**src/rtl/nibble_word_packer.sv**
```systemverilog
// nibble_word_packer
//   Collects 4-bit nibbles from the upstream latch-then-flop path into
//   NIBBLES-wide words, LSB-first. The incoming nibble can optionally be
//   bit-reversed first. Completed or flushed words are held in a DEPTH-entry
//   valid/ready FIFO. Upstream cannot be stalled, so a word that arrives
//   while the FIFO is full is dropped and a sticky overflow flag is raised.
//
//   state  | meaning
//   -------+-----------------------------------------------
//   S_IDLE | pack register empty, fill = 0
//   S_FILL | 0 < fill < NIBBLES nibbles held in pack register
//
// Ports
//   i_clk, i_rst_n : clock, asynchronous active-low reset
//   i_en, i_a      : nibble valid / nibble data
//   i_flush        : emit current partial word, zero padded
//   o_valid, i_ready, o_data, o_partial : output FIFO head handshake
//   o_fill         : nibbles currently held in the pack register
//   o_overflow     : sticky, a completed word was dropped
module nibble_word_packer #(
  parameter  int NIBBLES   = 4,
  parameter  int UNREVERSE = 1,
  parameter  int DEPTH     = 2,
  localparam int W         = 4 * NIBBLES
) (
  input  logic         i_clk,
  input  logic         i_rst_n,
  input  logic         i_en,
  input  logic [3:0]   i_a,
  input  logic         i_flush,
  output logic         o_valid,
  input  logic         i_ready,
  output logic [W-1:0] o_data,
  output logic         o_partial,
  output logic [2:0]   o_fill,
  output logic         o_overflow
);

  localparam int PW = (DEPTH > 1) ? $clog2(DEPTH) : 1;

  typedef enum logic {S_IDLE, S_FILL} state_t;

  state_t          r_state;
  logic [2:0]      r_fill;
  logic [W-1:0]    r_pack;

  logic [W-1:0]    r_mem  [DEPTH];
  logic            r_pmem [DEPTH];
  logic [PW-1:0]   r_wr_ptr;
  logic [PW-1:0]   r_rd_ptr;
  logic [2:0]      r_count;
  logic            r_overflow;

  logic [3:0]      w_nib;
  logic [4:0]      w_sh;
  logic [W-1:0]    w_pack_nib;
  logic            w_complete;
  logic            w_push;
  logic [W-1:0]    w_push_data;
  logic            w_empty;
  logic            w_full;
  logic            w_pop;
  logic            w_wr;

  function automatic logic [PW-1:0] f_inc(input logic [PW-1:0] p);
    return (p == PW'(DEPTH - 1)) ? '0 : p + 1'b1;
  endfunction

  always_comb begin
    w_nib = i_a;
    if (UNREVERSE != 0) w_nib = {i_a[0], i_a[1], i_a[2], i_a[3]};
  end

  assign w_sh        = {r_fill, 2'b00};
  assign w_pack_nib  = r_pack | ({{(W-4){1'b0}}, w_nib} << w_sh);
  assign w_complete  = i_en && (r_fill == 3'(NIBBLES - 1));
  // A flush with a nibble in the same cycle includes that nibble, so a
  // flush from IDLE still pushes when i_en is high.
  assign w_push      = w_complete || (i_flush && (i_en || (r_state == S_FILL)));
  assign w_push_data = i_en ? w_pack_nib : r_pack;

  assign w_empty = (r_count == 3'd0);
  assign w_full  = (r_count == 3'(DEPTH));
  assign w_pop   = !w_empty && i_ready;
  // A simultaneous pop frees the slot, so a push into a full FIFO succeeds.
  assign w_wr    = w_push && (!w_full || w_pop);

  always_ff @(posedge i_clk or negedge i_rst_n) begin
    if (!i_rst_n) begin
      r_state <= S_IDLE;
      r_fill  <= 3'd0;
      r_pack  <= '0;
    end else if (w_push) begin
      // Pack register clears even when the word is dropped on overflow.
      r_state <= S_IDLE;
      r_fill  <= 3'd0;
      r_pack  <= '0;
    end else if (i_en) begin
      r_state <= S_FILL;
      r_fill  <= r_fill + 3'd1;
      r_pack  <= w_pack_nib;
    end
  end

  always_ff @(posedge i_clk or negedge i_rst_n) begin
    if (!i_rst_n) begin
      for (int i = 0; i < DEPTH; i++) begin
        r_mem[i]  <= '0;
        r_pmem[i] <= 1'b0;
      end
      r_wr_ptr   <= '0;
      r_rd_ptr   <= '0;
      r_count    <= 3'd0;
      r_overflow <= 1'b0;
    end else begin
      if (w_wr) begin
        r_mem[r_wr_ptr]  <= w_push_data;
        r_pmem[r_wr_ptr] <= !w_complete;
        r_wr_ptr         <= f_inc(r_wr_ptr);
      end
      if (w_pop) r_rd_ptr <= f_inc(r_rd_ptr);
      case ({w_wr, w_pop})
        2'b10:   r_count <= r_count + 3'd1;
        2'b01:   r_count <= r_count - 3'd1;
        default: r_count <= r_count;
      endcase
      if (w_push && !w_wr) r_overflow <= 1'b1;
    end
  end

  assign o_valid    = !w_empty;
  assign o_data     = w_empty ? '0   : r_mem[r_rd_ptr];
  assign o_partial  = w_empty ? 1'b0 : r_pmem[r_rd_ptr];
  assign o_fill     = r_fill;
  assign o_overflow = r_overflow;

endmodule

```
**config.mk**
```make
export PLATFORM = sky130hd
export DESIGN_NAME = nibble_word_packer
export DESIGN_NICKNAME = d
export VERILOG_FILES = /design/src/rtl/nibble_word_packer.sv
export SDC_FILE = /design/constraint.sdc
export NUM_CORES = 1
export LEC_CHECK = 0
export CORE_MARGIN = 8
export CORE_UTILIZATION = 50
export DETAILED_ROUTE_END_ITERATION = 16
export PLACE_DENSITY = 0.83
export RECOVER_POWER = 100
export REMOVE_ABC_BUFFERS = 1
export SYNTH_ARGS = -nofsm -noshare
export SYNTH_HDL_FRONTEND = slang
export SYNTH_SLANG_ARGS = --single-unit
```
**constraint.sdc**
```tcl
create_clock -name i_clk -period 6.2 [get_ports i_clk]
set_input_delay 0.93 -clock i_clk [delete_from_list [all_inputs] [get_ports i_clk]]
set_output_delay 0.93 -clock i_clk [all_outputs]
set_load 0.02 [all_outputs]
```
==> reports/metrics.csv <==
metric,value,unit
pwr_density_cell,430,nW/µm²
netlist_area,2780,µm²
setup_viol_count_final,0,
grt_use_total,14.5,%
grt_pass1_wl,9450,µm
cts-resized-gates,0,
synthArstFlopShare,100,%
fin_crit,4.20,ns
path_max_fanout,9,
cts-root-buf,clkbuf_8,
drt_iter0_markers,131,
p_leak,1.57,nW
nNetsFinal,268,
pwr-share-seq,41.7,%
ir_worst_vdd,0.000247,V
finalMaxSlewViolations,81,
status,"finished, violations left",
die_w,90.6,µm
hold-path-endpoint,o_overflow,
ys_ff_latch,60,
postRouteWirelength,5440,µm
yosysSeqAreaShare,53.9,%
grt_pass1_vias,1878,
clock_skew,0.00710,ns
crit_path_top_delay_cell,nor4b_1,
post_cts_buffers,0,
crit_path_cell_trace,dlygate4sd3_1 > a21oi_1 > nor4b_1 > clkbuf_1 > mux2_1,
hold_path.class,reg2reg,
met1_usage,17.7,%
start_util,51.2,%
syn2layout_area_growth,16.8,%
synth_ff_type,dfrtp_1,
n_antenna_cell,0,
cts_tree,done,
antenna_left,0,
grt_most_used_layer,met2,
reg2reg_depth,6,
synth_top_area_share,53.9,%
synth_edf_count,0,
crit_type,in2reg,
hold_violations,0,
cts_hold_buf,0,
die_height,90.6,µm
p_comb_share,34.7,%
reg2reg_to,r_mem[14],
max_freq,0.238,GHz
first_pass_iters,4,
row_count,27,
drive_gt1_share,17.4,%
cts-htree-levels,3,
numCtsBuffers,9,
path_buf_inv,2,
die_area,8210,µm²
drcViolationCount,0,
total_power,1.40,mW
synthTopCellsByArea,"dfrtp_1 (54%), mux2i_1 (8.6%), mux2_2 (5.7%), a31o_2 (4.1%), mux2_4 (3.8%)",
startpoint_type,primary input,
intPower,923,µW
yosysMostFrequentCell,dfrtp_1,
vias,1757,
synth_cells,219,
fin_setup_tns,0,ns
p_sw,476,µW
clock_power_share,23.6,%
clkTransAtPathRegs,0.07,ns
crit_path_end_kind,flop,
synth.distinct_cells,31,
synth_top_cell_by_area,dfrtp_1,
holdCritStartpoint,o_overflow,
yosys_warnings,0,
grt_max_degree,61,
cts.sinks,60,
coreArea,5440,µm²
finalCritPeriodShare,67.7,%
grtUsageMet2,23.4,%
reg2reg_from,o_fill[1],
drt-wirelength-per-cell,16.4,µm
overflow,0,
clk_latency,0.33,ns
rsz0062_at_grt,false,
dp_hpwl,3640,µm
crit_required,6.41,ns
drv_cap,3,
r2r_slack,2.51,ns
violations,"capacitance limit, slew limit",
fin_area,3250,µm²
crit_family,simple AND/OR/NAND/NOR gates,
gr-usage-met3,2.83,%
worst-slew-pin-transition,3.10,ns
io_pins,31,
max_stage_delay,1.69,ns
io_buffers,30,
relSlewSlack,-107,%
globalplace.congestion,0.837,
arrival,4.41,ns
clock_path_buffers,2,
drt-vias-per-instance,5.31,
holdPathStages,1,
sw_frac_of_total,34.0,%
avgSynthCellArea,12.7,µm²
placed_area,3140,µm²
antenna_found_initial,0,
yosys-top-cells-count,"dfrtp_1 (60), mux2i_1 (24), nor2_1 (24)",
## layout by cell type (no fill, tap or decap), types with 5 or more instances in the layout
cell type,netlist,routed
a31o_2,13,13
clkbuf_1,3,5
clkbuf_8,0,13
clkdlybuf4s50_1,0,5
dfrtp_1,60,60
dlygate4sd3_1,0,24
inv_1,11,11
mux2_1,7,13
mux2_2,14,14
mux2i_1,24,24
nand2_1,6,6
nor2_1,24,25
nor2b_1,15,15
## how the worst max path moves through the flow
stage                    start    endpoint  slack [ns]  depth (start not counted)
CTS                 r_count[0]  o_data[12]        2.84                          4
detailed placement        i_en  r_count[2]        2.98                          9
global route              i_en   r_mem[10]        1.79                          5
global placement          i_en    r_mem[9]        3.05                          5
floorplan              i_ready  r_count[2]        3.66                          8
finish                    i_en   r_mem[14]        2.00                          5
## power groups by stage
stage	Sequential (mW)	Clock [mW]	Combinational [mW]
6_report	0.583	0.329	0.486
5_1_grt	0.599	0.357	0.527
4_1_cts	0.589	0.334	0.542
3_5_place_dp	0.595	0	0.540
3_3_place_gp	0.590	0	0.526
2_1_floorplan	0.577	0	0.341
## through the flow
stage	worst slack (ns)	cells	hold slack (ns)	util (%)
2_1_floorplan	3.66	210	0.457	-
3_3_place_gp	3.05	316	0.446	57.8
3_5_place_dp	2.98	316	0.464	57.8
4_1_cts	2.84	331	0.479	61.2
5_1_grt	1.79	331	0.490	59.8
6_report	2.00	331	0.472	59.8
## final cells by class
type,instances,area (µm²)
Clock buffer,14,183
Clock inverter,1,5.00
Fill cell,442,2190
Inverter,11,41.3
Multi-Input combinational cell,139,1120
Sequential cell,60,1500
Tap cell,72,90.1
Timing Repair Buffer,34,310
## logic make-up after synthesis
kind of cell | count (synthesis) | synth area share (%)
buffers and inverters | 20 | 3.55
adder cells (fa/ha/maj) | 4 | 2.07
multiplexers | 52 | 20.9
AND/OR/NAND/NOR | 55 | 11.6
AO/OA/AOI/OAI | 23 | 6.34
flip-flops | 60 | 53.9
XOR/XNOR | 5 | 1.57
## worst register-to-register path: stages, from the launching register on
cell      delay [ns]
dfrtp_1         0.45
ha_1            0.19
ha_1            0.16
nor2_1          0.11
nor4b_1         1.70
clkbuf_1        0.56
mux2_1          0.39
## flip-flops by register name, indices dropped and copies added, names as in the netlist
signal      count
r_pack         16
r_count         3
o_overflow      1
r_wr_ptr        1
r_state         1
o_fill          3
r_rd_ptr        1
r_mem          32
r_pmem          2
## routing by layer
layer	wire [µm]	share of wire, %	vias to the layer above
met5	0	0	-
met4	104	1.9	0
met3	228	4.2	10
met2	2680	49	43
met1	2430	45	881
li1	-	-	823
Power figures use the tool's default switching activity.
